### config.mk
export PLATFORM = sky130hd
export DESIGN_NAME = uart_tx_buffered_flat
export DESIGN_NICKNAME = d
export VERILOG_FILES = /design/src/rtl/uart_pkg.sv /design/src/rtl/uart_tx_buffered_if.sv /design/src/rtl/tx_sync_fifo.sv /design/src/rtl/uart_tx_buffered.sv /design/src/flat_wrapper.sv
export SDC_FILE = /design/constraint.sdc
export NUM_CORES = 1
export LEC_CHECK = 0
export ABC_AREA = 1
export CORE_ASPECT_RATIO = 0.9
export CORE_MARGIN = 5
export CORE_UTILIZATION = 49
export CTS_CLUSTER_DIAMETER = 80
export DETAILED_ROUTE_END_ITERATION = 10
export GPL_TIMING_DRIVEN = 0
export PLACE_DENSITY = 0.68
export SLEW_MARGIN = 10
export SYNTH_ARGS = -nofsm -noshare
export SYNTH_HDL_FRONTEND = slang
export SYNTH_SLANG_ARGS = --single-unit
### constraint.sdc
create_clock -name clk_50MHz -period 2.32 [get_ports clk_50MHz]
set_input_delay 0.232 -clock clk_50MHz [delete_from_list [all_inputs] [get_ports clk_50MHz]]
set_output_delay 0.232 -clock clk_50MHz [all_outputs]
set_load 0.01 [all_outputs]
### src/rtl/uart_pkg.sv
// uart_pkg -- shared definitions for the buffered UART transmitter.
//   bit_cycles() : clocks per serial bit, rounded to nearest
//   tx_state_t   : transmitter FSM state encoding
//   FRAME_BITS   : bits per 8N1 frame (start + 8 data + stop)
//   DATA_BITS    : data bits per frame
package uart_pkg;

    localparam int FRAME_BITS = 10;
    localparam int DATA_BITS  = 8;

    typedef enum logic [1:0] {
        IDLE  = 2'd0,
        START = 2'd1,
        DATA  = 2'd2,
        STOP  = 2'd3
    } tx_state_t;

    // Rounded division so e.g. 50 MHz / 9600 gives 5208 rather than truncating.
    function automatic int bit_cycles(input int clk_hz, input int baud);
        return (clk_hz + baud / 2) / baud;
    endfunction

endpackage

### src/rtl/uart_tx_buffered_if.sv
// uart_tx_buffered_if -- write-side bus of the buffered UART transmitter.
//   wr_en, wr_data : byte write strobe and data (driven by master)
//   fifo_full      : FIFO holds DEPTH bytes
//   fifo_empty     : FIFO holds no bytes
//   level          : FIFO occupancy, $clog2(DEPTH)+1 bits
//   overflow       : sticky, a write was dropped because the FIFO was full
interface uart_tx_buffered_if #(
    parameter int DEPTH = 16
);
    localparam int LVL_W = $clog2(DEPTH) + 1;

    logic             wr_en;
    logic [7:0]       wr_data;
    logic             fifo_full;
    logic             fifo_empty;
    logic [LVL_W-1:0] level;
    logic             overflow;

    modport master (
        output wr_en, wr_data,
        input  fifo_full, fifo_empty, level, overflow
    );

    modport slave (
        input  wr_en, wr_data,
        output fifo_full, fifo_empty, level, overflow
    );

endinterface

### src/rtl/tx_sync_fifo.sv
// tx_sync_fifo -- single-clock DEPTH x 8 FIFO with show-ahead read.
//   clk, reset_n : clock, asynchronous active-high reset
//   wr_en/wr_data: write; ignored while full
//   rd_en        : pop the head entry; ignored while empty
//   rd_data      : head entry, valid whenever empty is low
//   full, empty, level : status derived from the registered pointers
module tx_sync_fifo #(
    parameter int DEPTH = 16
) (
    input  logic                     clk,
    input  logic                     reset_n,
    input  logic                     wr_en,
    input  logic [7:0]               wr_data,
    input  logic                     rd_en,
    output logic [7:0]               rd_data,
    output logic                     full,
    output logic                     empty,
    output logic [$clog2(DEPTH):0]   level
);

    localparam int ADDR_W = $clog2(DEPTH);
    localparam int PTR_W  = ADDR_W + 1;

    logic [7:0]       mem [DEPTH];
    logic [PTR_W-1:0] wr_ptr;
    logic [PTR_W-1:0] rd_ptr;
    logic             wr_ok;
    logic             rd_ok;

    assign wr_ok = wr_en && !full;
    assign rd_ok = rd_en && !empty;

    // Extra pointer MSB distinguishes full from empty when the addresses match.
    assign full  = (wr_ptr[ADDR_W] != rd_ptr[ADDR_W]) &&
                   (wr_ptr[ADDR_W-1:0] == rd_ptr[ADDR_W-1:0]);
    assign empty = (wr_ptr == rd_ptr);
    assign level = wr_ptr - rd_ptr;

    // NOTE: sequential state uses non-blocking assignments so every register
    // samples the pre-edge values, independent of block evaluation order.
    always_ff @(posedge clk or posedge reset_n) begin
        if (reset_n) begin
            wr_ptr <= '0;
            rd_ptr <= '0;
        end else begin
            if (wr_ok) wr_ptr <= wr_ptr + PTR_W'(1);
            if (rd_ok) rd_ptr <= rd_ptr + PTR_W'(1);
        end
    end

    // NOTE: the storage array is deliberately not reset; the pointers alone
    // define which entries are valid, and leaving it unreset keeps it a plain RAM.
    always_ff @(posedge clk) begin
        if (wr_ok) mem[wr_ptr[ADDR_W-1:0]] <= wr_data;
    end

    assign rd_data = mem[rd_ptr[ADDR_W-1:0]];

endmodule

### src/rtl/uart_tx_buffered.sv
// uart_tx_buffered -- 8N1 UART transmitter fed from a DEPTH-entry byte FIFO.
//   clk_50MHz : system clock, rising edge
//   reset_n   : asynchronous, active-high reset (aborts any frame, flushes FIFO)
//   bus       : write side (wr_en, wr_data, fifo_full, fifo_empty, level, overflow)
//   tx        : registered serial line, idle high
//   busy      : a frame is in progress (state != IDLE)
// Frames are sent back to back while the FIFO has data. tx is registered from
// the state, so the line trails the FSM by one clock; bit widths are unaffected.
module uart_tx_buffered
    import uart_pkg::*;
#(
    parameter int CLK_HZ = 50_000_000,
    parameter int BAUD   = 9600,
    parameter int DEPTH  = 16
) (
    input  logic              clk_50MHz,
    input  logic              reset_n,
    uart_tx_buffered_if.slave bus,
    output logic              tx,
    output logic              busy
);

    localparam int BIT_CYCLES = bit_cycles(CLK_HZ, BAUD);
    localparam int CNT_W      = (BIT_CYCLES > 1) ? $clog2(BIT_CYCLES) : 1;
    localparam int BIT_IDX_W  = $clog2(DATA_BITS);
    localparam int LVL_W      = $clog2(DEPTH) + 1;

    localparam logic [CNT_W-1:0]     BAUD_LAST = CNT_W'(BIT_CYCLES - 1);
    localparam logic [BIT_IDX_W-1:0] BIT_LAST  = BIT_IDX_W'(DATA_BITS - 1);

    tx_state_t            state;
    logic [CNT_W-1:0]     baud_cnt;
    logic [BIT_IDX_W-1:0] bit_cnt;
    logic [7:0]           shift;
    logic                 tx_q;
    logic                 overflow_q;

    logic                 baud_end;
    logic                 pop;
    logic [7:0]           fifo_rd_data;
    logic                 fifo_full;
    logic                 fifo_empty;
    logic [LVL_W-1:0]     fifo_level;

    tx_sync_fifo #(
        .DEPTH(DEPTH)
    ) u_fifo (
        .clk     (clk_50MHz),
        .reset_n (reset_n),
        .wr_en   (bus.wr_en),
        .wr_data (bus.wr_data),
        .rd_en   (pop),
        .rd_data (fifo_rd_data),
        .full    (fifo_full),
        .empty   (fifo_empty),
        .level   (fifo_level)
    );

    assign baud_end = (baud_cnt == BAUD_LAST);

    // Pop from IDLE, or at the very end of a stop bit so the next start bit
    // follows with no idle gap.
    assign pop = !fifo_empty && ((state == IDLE) || (state == STOP && baud_end));

    always_ff @(posedge clk_50MHz or posedge reset_n) begin
        if (reset_n) begin
            state    <= IDLE;
            baud_cnt <= '0;
            bit_cnt  <= '0;
            shift    <= '0;
            tx_q     <= 1'b1;
        end else begin
            unique case (state)
                IDLE:  tx_q <= 1'b1;
                START: tx_q <= 1'b0;
                DATA:  tx_q <= shift[0];
                STOP:  tx_q <= 1'b1;
                default: tx_q <= 1'b1;
            endcase

            unique case (state)
                IDLE: begin
                    baud_cnt <= '0;
                    bit_cnt  <= '0;
                    if (pop) begin
                        shift <= fifo_rd_data;
                        state <= START;
                    end
                end
                START: begin
                    if (baud_end) begin
                        baud_cnt <= '0;
                        bit_cnt  <= '0;
                        state    <= DATA;
                    end else begin
                        baud_cnt <= baud_cnt + CNT_W'(1);
                    end
                end
                DATA: begin
                    if (baud_end) begin
                        baud_cnt <= '0;
                        shift    <= {1'b0, shift[7:1]};
                        if (bit_cnt == BIT_LAST) begin
                            bit_cnt <= '0;
                            state   <= STOP;
                        end else begin
                            bit_cnt <= bit_cnt + BIT_IDX_W'(1);
                        end
                    end else begin
                        baud_cnt <= baud_cnt + CNT_W'(1);
                    end
                end
                STOP: begin
                    if (baud_end) begin
                        baud_cnt <= '0;
                        if (pop) begin
                            shift <= fifo_rd_data;
                            state <= START;
                        end else begin
                            state <= IDLE;
                        end
                    end else begin
                        baud_cnt <= baud_cnt + CNT_W'(1);
                    end
                end
                default: state <= IDLE;
            endcase
        end
    end

    // Sticky until reset: any write presented while full is lost.
    always_ff @(posedge clk_50MHz or posedge reset_n) begin
        if (reset_n) begin
            overflow_q <= 1'b0;
        end else if (bus.wr_en && fifo_full) begin
            overflow_q <= 1'b1;
        end
    end

    assign tx             = tx_q;
    assign busy           = (state != IDLE);
    assign bus.fifo_full  = fifo_full;
    assign bus.fifo_empty = fifo_empty;
    assign bus.level      = fifo_level;
    assign bus.overflow   = overflow_q;

endmodule

### src/flat_wrapper.sv
// flat-port wrapper written by rule: the top's interface ports become plain ports
module uart_tx_buffered_flat import uart_pkg::*;
#(
    parameter int CLK_HZ = 50_000_000,
    parameter int BAUD   = 9600,
    parameter int DEPTH  = 16
)
  (clk_50MHz, reset_n, tx, busy, bus_wr_en, bus_wr_data, bus_fifo_full, bus_fifo_empty, bus_level, bus_overflow);
  uart_tx_buffered_if #(.DEPTH(DEPTH)) bus_i ();
  input  logic clk_50MHz;
  input  logic reset_n;
  output logic tx;
  output logic busy;
  input wire logic [$bits(bus_i.wr_en)-1:0] bus_wr_en;
  input wire logic [$bits(bus_i.wr_data)-1:0] bus_wr_data;
  output wire logic [$bits(bus_i.fifo_full)-1:0] bus_fifo_full;
  output wire logic [$bits(bus_i.fifo_empty)-1:0] bus_fifo_empty;
  output wire logic [$bits(bus_i.level)-1:0] bus_level;
  output wire logic [$bits(bus_i.overflow)-1:0] bus_overflow;
  assign bus_i.wr_en = bus_wr_en;
  assign bus_i.wr_data = bus_wr_data;
  assign bus_fifo_full = bus_i.fifo_full;
  assign bus_fifo_empty = bus_i.fifo_empty;
  assign bus_level = bus_i.level;
  assign bus_overflow = bus_i.overflow;
  uart_tx_buffered #(.CLK_HZ(CLK_HZ), .BAUD(BAUD), .DEPTH(DEPTH)) u_core (.clk_50MHz(clk_50MHz), .reset_n(reset_n), .bus(bus_i), .tx(tx), .busy(busy));
endmodule
==> reports/qor.csv <==
stage;metric;value;unit
timing;skew;0.0132;ns
critical_path;critPathRequiredTime;2.60;ns
global_routing;grt_remaining_overflow;0;
finish;fin_util;0.581;
yosys;synth.avg_cell_area;9.97;um2
global_routing;first_global_vias;5315;
power_and_ir_drop;leakage;3.77;nW
place;pre_cts_slack;-0.926;ns
yosys;synth-async-reset-ratio;0.229;
place;place_hpwl;11600;um
die;core_area;0.0152;mm2
die;initial_core_util;0.494;
die;die_w;141;um
route;post_drt_wl_per_cell;16.8;um
finish;final_cell_mix;nand2_1 (265), edfxtp_1 (128), nand3_1 (70);
timing;fin_crit_sh;0.966;
global_routing;grt_pass1_wl;27300;um
critical_path;end_kind;flop;
place;port_buffers;20;
yosys;synth_cell_types;32;
finish;syn2layout_area_growth;17.8;%
yosys;synthCells;754;
yosys;synth_largest_area_cell;edfxtp_1;
timing;final_max_slew_viol_count;0;
clock_network;clk_pin_slew;0.06;ns
power_and_ir_drop;peakVddDrop;0.000731;V
critical_path;worstPathArrival;2.52;ns
timing;worst_pin_slew;0.817;ns
yosys;synthesis.nets;784;
finish;layout.nets;835;
yosys;synth_area_leaders;edfxtp_1 (51%), nand2_1 (13%), dfrtp_1 (12%), nand3_1 (4.7%), inv_1 (3.1%);
critical_path;reg2reg_depth;9;
flow_run;max-cap-violations;0;
critical_path;rr_startpoint;u_core.u_fifo.rd_ptr[1];
power_and_ir_drop;power.density;855;mW/mm2
critical_path;path_class;reg2reg;
route;num_vias;5361;
yosys;synth_top_area_share;0.511;
die;dieArea;0.0179;mm2
route;drt-initial-drc-count;429;
critical_path;reg2reg_to;u_core.u_fifo.wr_ptr[4];
yosys;synth-edff-count;128;
global_routing;grt_max_degree;39;
clock_network;cts_max_path_buffers;2;
critical_path;worstPathMaxFanout;9;
critical_path;cp-start-kind;flop;
finish;layout.cells.non_filler;1020;
clock_network;cts_num_sinks;166;
timing;max_freq;446;MHz
route;drt_pass1_iterations;5;
global_routing;grt_usage;0.201;
place;dp_cells;976;
die;die_h;127;um
timing;setup_viol;0;
yosys;synth_warnings;0;
finish;final_common_cell;nand2_1;
yosys;mappedNetlistArea;0.00752;mm2
timing;fin_crit;2.24;ns
timing;rsz0062_at_grt;yes;
yosys;ys_ff_latch;166;
clock_network;cts_tree;done;
finish;drive_gt1_frac;0.137;
route;ant_nets;0;
place;place.gp.congestion;0.946;
clock_network;cts_made_buffers;17;
status;outcome;finished clean;
route;routed_wl;17200;um
die;rows;43;
global_routing;antenna_found_initial;0;
critical_path;ff2ff_setup_slack;0.08;ns
timing;relSlewSlack;0.454;
timing;setup_ws;0.0784;ns
route;drc;0;
timing;setup-tns-final;0;ns
hold_path;hold_class;in2async;
clock_network;cts_htree_levels;4;
yosys;ys_seq_area_frac;0.638;
timing;final-hold-violation-count;0;
clock_network;postCtsHoldBufs;0;
clock_network;clk-insertion-delay-late;0.43;ns
route;vias_per_cell;5.26;
finish;diodes;0;
clock_network;root_buffer;clkbuf_16;
yosys;synth_flop_cell;edfxtp_1;
die;ios;21;
==> cell families after synthesis <==
logic type,share of synthesized area
buf+inv,0.0471
compound gates,0.0290
fa+ha+maj,0.0326
flops,0.638
simple gates,0.234
xor+xnor,0.0196
==> registers in the layout, indices dropped and copies added, names as in the netlist, 2 cells and up <==
signal,count
u_core.u_fifo.wr_ptr,5
u_core.shift,8
u_core.u_fifo.mem,128
u_core.state,2
u_core.baud_cnt,13
u_core.bit_cnt,3
u_core.u_fifo.rd_ptr,5
==> per-stage QoR <==
step,hold WS [ns],cell area [um2],power (mW)
finish,0.298,8850,7.57
CTS,0.303,8740,7.52
floorplan,0.331,7570,4.33
global placement,0.437,8020,4.77
global route,0.368,8850,7.89
detailed placement,0.445,8030,4.81
==> report_power, final <==
group	switching (mW)	internal [mW]	leakage, nW	total [mW]
Sequential	0.117	3.50	1.63	3.62
Combinational	0.850	0.454	1.88	1.30
Clock	1.16	1.49	0.264	2.65
==> layout make-up <==
type | instances | area, um2
Timing Repair Buffer | 34 | 328
Sequential cell | 166 | 4800
Buffer | 22 | 108
Tap cell | 202 | 253
Clock buffer | 19 | 433
Clock inverter | 13 | 125
Inverter | 65 | 264
Multi-Input combinational cell | 499 | 2540
Fill cell | 1264 | 6370
==> how the worst max path moves through the flow <==
stage / start / endpoint / slack [ns] / depth (start not counted)
floorplan: u_core.u_fifo.rd_ptr[1] / u_core.u_fifo.mem[7][0] / -0.16 / 9
global placement: u_core.u_fifo.rd_ptr[1] / u_core.u_fifo.mem[3][6] / -1.02 / 9
detailed placement: u_core.u_fifo.rd_ptr[1] / u_core.u_fifo.mem[11][1] / -0.93 / 9
CTS: u_core.u_fifo.rd_ptr[1] / bus_fifo_full / -0.03 / 8
global route: u_core.u_fifo.rd_ptr[1] / u_core.u_fifo.wr_ptr[4] / -0.04 / 9
finish: u_core.u_fifo.rd_ptr[1] / u_core.u_fifo.wr_ptr[4] / 0.08 / 9
==> per-layer routing <==
layer / part of all wire / vias to the layer above / track usage / wire length [um]
li1: - / 2584 / - / -
met4: 0.018 / 0 / 0.0667 / 310
met5: 0 / - / 0 / 0
met3: 0.074 / 34 / 0.0472 / 1270
met1: 0.43 / 2557 / 0.265 / 7350
met2: 0.48 / 186 / 0.329 / 8240
==> timing repair <==
| item | CTS | global route |
|---|---|---|
| pin swaps | 4 | 8 |
| buffers inserted | 6 | 8 |
| gates resized for setup | 37 | 13 |
| endpoints found under the setup margin | 150 | 134 |
==> synth_stat cells (2+ instances only) <==
cell,instances
nor2_2,2
nor2_1,60
buf_2,16
nand2_1,269
ha_1,18
dfrtp_1,37
inv_1,62
o21ai_1,7
nand3_1,70
a21oi_2,2
nand2_4,3
o21ai_2,2
a21oi_1,16
nand4_1,3
edfxtp_1,128
xor2_1,14
or2_2,7
inv_2,2
o21ai_0,12
clkbuf_1,8
nor3_1,5
==> critical path, cell delays in order, from the launching register on <==
cell,delay [ns]
dfrtp_1,0.37
buf_6,0.15
clkinv_8,0.07
ha_1,0.29
nand2_2,0.06
nor2_2,0.14
inv_2,0.07
o21ai_2,0.57
nor3_4,0.18
xor2_1,0.19
Note: power is estimated with default switching activity, not from simulation.
